--- src/rtl/dv_test_status_collector.sv ---
// Multi-channel DV test status collector: latches per-channel verdicts and
// resolves one sticky global pass/fail/timeout end-of-simulation outcome.
module dv_test_status_collector #(
   parameter int unsigned        NumChannels   = 4,
   parameter int unsigned        StatusW       = 16,
   parameter logic [StatusW-1:0] PassCode      = 16'h900d,
   parameter logic [StatusW-1:0] FailCode      = 16'hbaad,
   parameter logic [31:0]        TimeoutCycles = 32'd1000000,
   parameter int unsigned        CntW          = 32
) (
   input  logic                           clk_i,
   input  logic                           rst_ni,
   input  logic                           start_i,
   input  logic [NumChannels-1:0]         ch_en_i,
   input  logic [NumChannels-1:0]         status_valid_i,
   input  logic [NumChannels*StatusW-1:0] status_i,
   output logic                           done_o,
   output logic                           passed_o,
   output logic                           timeout_o,
   output logic                           error_o,
   output logic [NumChannels-1:0]         ch_passed_o,
   output logic [NumChannels-1:0]         ch_failed_o,
   output logic [CntW-1:0]                cycle_cnt_o
);

   typedef enum logic [1:0] {
      StIdle,
      StRun,
      StDone
   } state_e;

   localparam bit ToEn = (TimeoutCycles != 32'd0);
   localparam logic [CntW-1:0] ToLast = CntW'(TimeoutCycles - 32'd1);

   state_e state_q, state_d;

   logic [NumChannels-1:0] mask_q, mask_d;
   logic [NumChannels-1:0] ch_passed_d, ch_failed_d;
   logic [NumChannels-1:0] is_pass, is_fail, is_term;
   logic [NumChannels-1:0] has_vd, dup;
   logic [CntW-1:0]        cnt_d;

   logic done_d, passed_d, timeout_d, error_d;
   logic any_fail, all_pass, tmo_hit;

   // Terminal codes only count on channels armed at start.
   always_comb begin
      is_pass = '0;
      is_fail = '0;
      for (int k = 0; k < NumChannels; k++) begin
         is_pass[k] = status_valid_i[k] & mask_q[k]
                    & (status_i[k*StatusW +: StatusW] == PassCode);
         is_fail[k] = status_valid_i[k] & mask_q[k]
                    & (status_i[k*StatusW +: StatusW] == FailCode);
      end
   end

   assign is_term = is_pass | is_fail;
   assign has_vd  = ch_passed_o | ch_failed_o;
   assign dup     = is_term & has_vd;

   always_comb begin
      state_d     = state_q;
      mask_d      = mask_q;
      cnt_d       = cycle_cnt_o;
      ch_passed_d = ch_passed_o;
      ch_failed_d = ch_failed_o;
      done_d      = done_o;
      passed_d    = passed_o;
      timeout_d   = timeout_o;
      error_d     = error_o;
      any_fail    = 1'b0;
      all_pass    = 1'b0;
      tmo_hit     = 1'b0;

      unique case (state_q)
         StIdle: begin
            if (start_i) begin
               mask_d = ch_en_i;
               cnt_d  = '0;
               if (ch_en_i == '0) begin
                  state_d = StDone;
                  done_d  = 1'b1;
                  error_d = 1'b1;
               end else begin
                  state_d = StRun;
               end
            end
         end

         StRun: begin
            // First verdict per channel wins; repeats only flag an error.
            ch_passed_d = ch_passed_o | (is_pass & ~has_vd);
            ch_failed_d = ch_failed_o | (is_fail & ~has_vd);
            error_d     = error_o | start_i | (|dup);

            any_fail = |(ch_failed_d & mask_q);
            all_pass = ((ch_passed_d & mask_q) == mask_q);
            tmo_hit  = ToEn && (cycle_cnt_o == ToLast);

            if (any_fail) begin
               state_d = StDone;
               done_d  = 1'b1;
            end else if (all_pass) begin
               state_d  = StDone;
               done_d   = 1'b1;
               passed_d = 1'b1;
            end else if (tmo_hit) begin
               state_d   = StDone;
               done_d    = 1'b1;
               timeout_d = 1'b1;
            end else if (cycle_cnt_o != '1) begin
               cnt_d = cycle_cnt_o + CntW'(1);
            end
         end

         StDone: begin
            error_d = error_o | start_i | (|is_term);
         end

         default: begin
            state_d = StIdle;
         end
      endcase
   end

   always_ff @(posedge clk_i or negedge rst_ni) begin
      if (!rst_ni) begin
         state_q     <= StIdle;
         mask_q      <= '0;
         cycle_cnt_o <= '0;
         ch_passed_o <= '0;
         ch_failed_o <= '0;
         done_o      <= 1'b0;
         passed_o    <= 1'b0;
         timeout_o   <= 1'b0;
         error_o     <= 1'b0;
      end else begin
         state_q     <= state_d;
         mask_q      <= mask_d;
         cycle_cnt_o <= cnt_d;
         ch_passed_o <= ch_passed_d;
         ch_failed_o <= ch_failed_d;
         done_o      <= done_d;
         passed_o    <= passed_d;
         timeout_o   <= timeout_d;
         error_o     <= error_d;
      end
   end

endmodule

--- config.mk ---
export PLATFORM = sky130hd
export DESIGN_NAME = dv_test_status_collector
export DESIGN_NICKNAME = d
export VERILOG_FILES = /design/src/rtl/dv_test_status_collector.sv
export SDC_FILE = /design/constraint.sdc
export NUM_CORES = 1
export LEC_CHECK = 0
export CELL_PAD_IN_SITES_DETAIL_PLACEMENT = 0
export CELL_PAD_IN_SITES_GLOBAL_PLACEMENT = 1
export CORE_UTILIZATION = 34
export CTS_BUF_LIST = sky130_fd_sc_hd__clkbuf_8
export DETAILED_ROUTE_END_ITERATION = 10
export PLACE_DENSITY_LB_ADDON = 0.1
export SLEW_MARGIN = 20
export SYNTH_ARGS = -nofsm -noshare
export SYNTH_HDL_FRONTEND = slang
export SYNTH_SLANG_ARGS = --single-unit
--- constraint.sdc ---
create_clock -name clk_i -period 3.1 [get_ports clk_i]
set_input_delay 0.465 -clock clk_i [delete_from_list [all_inputs] [get_ports clk_i]]
set_output_delay 0.465 -clock clk_i [all_outputs]
set_load 0.005 [all_outputs]
==> out/metrics.csv <==
metric,value,unit
number of setup buffers added after CTS,0,
synthesized instance count,336,
Hold Fails Final Rpt,0,
"CTS clk-pin slew, worst paths",0.09,ns
Critical Path Fanout Max,4,
Post-synth EDFFs,0,
worst path required time,3.30,ns
Reg2Reg Setup Slack,0.41,ns
Die X,98.5,um
crit path capture type,flop,
Crit Path Class,primary input to flop,
r2r worst-path depth,10,
die area,0.00970,mm^2
Post-Route WL,9310,um
IO buf count,118,
max frequency,0.341,GHz
Starting DRT DRC Count,82,
"commonest cells after routing, fill and taps aside","clkdlybuf4s50_1 (117), nand2_1 (58), dfrtp_1 (50), nand3_1 (24), mux2i_1 (24)",
Final Slew Violations,0,
Combinational Power Share,11.0,%
"Net Count, Synth",416,
Yosys cell types,60,
Multi-input gate area,0.00184,mm^2
Avg WL per Cell,16.0,um
CP arrival,3.13,ns
sw frac,22.5,%
post-DP HPWL,7370,um
# clock sinks,50,
number of global-route vias before repair,3135,
clock share of power,32.8,%
Synth Area in XOR/XNOR,0,%
Layout area overhead,47.6,%
global route overflow,0,
register area share after synthesis,39.5,%
Non-Filler Instances,581,
"FFs w/ async S/R, synth",100,%
crit path from,status_i[20],
Critical path buffers and inverters,4,
CTS tree,built,
sequential power share,56.1,%
reg2reg end,cycle_cnt_o[25],
reg2reg start,mask_q[1],
pwr dens,248,mW/mm^2
final setup vio count,0,
row count,34,
nets@finish,552,
leak pwr,1.99,nW
initial core utilization,35.8,%
critical path endpoint,cycle_cnt_o[17],
clock buffer depth,2,
"flops & latches, synth",50,
area of the core,0.00885,mm^2
Slew HR,52.0,%
"delay-heaviest family, CP",simple AND/OR/NAND/NOR gates,
Clock Latency Late Sink,0.31,ns
initial antenna violation count,0,
Post-DRT Antenna Nets,0,
share of layout cells above drive strength 1,13.1,%
total chip power,1.16,mW
cts hold-fix bufs,0,
Sw Pwr,0.262,mW
mux contribution to synthesized area,9.01,%
Vias/cell,5.41,
GPL Wtd Cong,0.836,
DR pass1 iterations,10,
post-synthesis adder-cell area fraction,1.98,%
Hold Crit Class,primary input to asynchronous set/reset pin,
"most common cell after layout, fill and taps aside",clkdlybuf4s50_1,
Max Clock Skew,0.0195,ns
die height,98.5,um
CTS root buf,clkbuf_8,
CP dominant cell by count,buf_4,
Final min period,2.93,ns
CTS Buf Count,5,
first-pass GRT wire length,15600,um
compound-cell area share of the yosys netlist,10.2,%
total negative setup slack,0,ns
Total GRT Usage,20.1,%
CP Cell Sequence,clkdlybuf4s50_1 -> or4b_1 -> nor4_4 -> a211oi_1 -> buf_4 -> nor4_4 -> buf_4 -> or4_1 -> buf_4 -> nor4_1 -> o21a_1,
ant diodes,0,
vias,3145,
fin crit share,94.5,%
placed cell count,571,
Slew @ Worst Pin,0.714,ns
storage element area,0.00125,mm^2
CTS-repair resized insts,0,
largest net degree at the start of global routing,31,
Power Internal,0.899,mW
fill count,853,
CP max stage delay,0.56,ns
Residual DRC,4,
violated checks,design-rule violations,
Crit path depth,11,
main combinational cell family by area after synthesis,simple AND/OR/NAND/NOR gates,
max-cap viol count,0,
synth warn,0,
mean post-synth cell area,9.42,um^2
critical path launch point type,primary input,
I/O Pins,119,
H-tree Lvls,2,
Synth Flop Type,dfrtp_1,
run status,finished with violations,
"Slowest-stage cell, CP",or4b_1,
Post-Synth Simple-Gate Area,37.0,%
VDD IR max,142,uV
Syn Std Cell Area,0.00317,mm^2
-- routing by layer --
metal / track usage [%] / part of all wire (%) / vias up / routed length [um]
li1: - / - / 1548 / -
met1: 24.5 / 43 / 1488 / 4010
met2: 37.4 / 52 / 105 / 4840
met3: 3.62 / 4.6 / 4 / 425
met4: 3.10 / 0.37 / 0 / 34
met5: 0 / 0 / - / 0
-- per-stage QoR --
step	util [%]	area [um^2]	hold WS, ns	setup WS [ns]
global placement	51.7	4570	0.450	-0.0481
floorplan	-	3170	0.169	0.482
detailed placement	51.7	4570	0.452	-0.121
finish	52.8	4680	0.124	0.170
CTS	52.7	4660	0.133	0.195
global route	52.8	4680	0.153	-0.00871
-- flip-flops by register name, summed over array words and instances (netlist names) --
| name | cells |
|---|---|
| cycle_cnt_o | 32 |
| ch_passed_o | 4 |
| ch_failed_o | 4 |
| error_o | 1 |
| state_q | 2 |
| mask_q | 4 |
| passed_o | 1 |
| done_o | 1 |
| timeout_o | 1 |
-- logic make-up (layout without fill, tap and decap cells) --
group,count (synthesis),in the layout
muxes,28,28
adders and majority gates,5,5
and+or+nand+nor,193,193
AOI/OAI and AO/OA,44,44
DFF,50,50
buffers and inverters,16,153
-- worst min path at each step --
| stage | start | depth (start not counted) | to | slack [ns] |
|---|---|---|---|---|
| 2_1_floorplan | rst_ni | 0 | ch_failed_o[0] | 0.17 |
| 3_3_place_gp | error_o | 1 | error_o | 0.45 |
| 3_5_place_dp | error_o | 1 | error_o | 0.45 |
| 4_1_cts | rst_ni | 1 | cycle_cnt_o[15] | 0.13 |
| 5_1_grt | rst_ni | 1 | cycle_cnt_o[16] | 0.15 |
| 6_report | rst_ni | 1 | cycle_cnt_o[15] | 0.12 |
-- Yosys cell counts, types with 3 or more instances --
cell type	count	area (um^2)
a211oi_1	3	22.5
a21oi_1	3	15.0
a31o_2	7	61.3
and3_1	3	18.8
clkbuf_1	4	15.0
dfrtp_1	50	1250
ha_1	5	62.6
inv_1	8	30.0
mux2_2	4	45.0
mux2i_1	24	240
nand2_1	58	218
nand3_1	24	120
nand4_1	17	106
nand4b_1	3	26.3
nor2_1	15	56.3
nor2b_1	3	18.8
nor3_1	12	60.1
nor4_1	10	62.6
nor4_2	3	37.5
nor4_4	4	85.1
nor4b_1	4	35.0
o21ai_0	8	40.0
or2_2	4	25.0
or4_1	7	52.6
-- layout make-up --
type                    instances  area share [%]
multi-input cells             270            39.4
repair buffers                137            28.5
flip-flops and latches         50            26.8
well taps                     108            2.89
clock buffers                   5            1.47
inverters                       8           0.642
clock inverters                 3           0.375
-- power groups by stage --
stage / sequential, mW / clock (mW) / combinational [mW]
after global placement: 0.665 / 0 / 0.128
after CTS: 0.652 / 0.398 / 0.131
final: 0.652 / 0.381 / 0.128
after global routing: 0.652 / 0.420 / 0.140
after floorplan: 0.665 / 0 / 0.0160
after detailed placement: 0.665 / 0 / 0.131
-- worst reg2reg max path, delay by kind of cell (launching register included) --
family / cells / cell delay [ns]
simple gates: 5 / 1.22
buf+inv: 3 / 0.52
flops: 1 / 0.44
compound gates: 1 / 0.24
mux: 1 / 0.22
(Power assumes the default switching activity.)
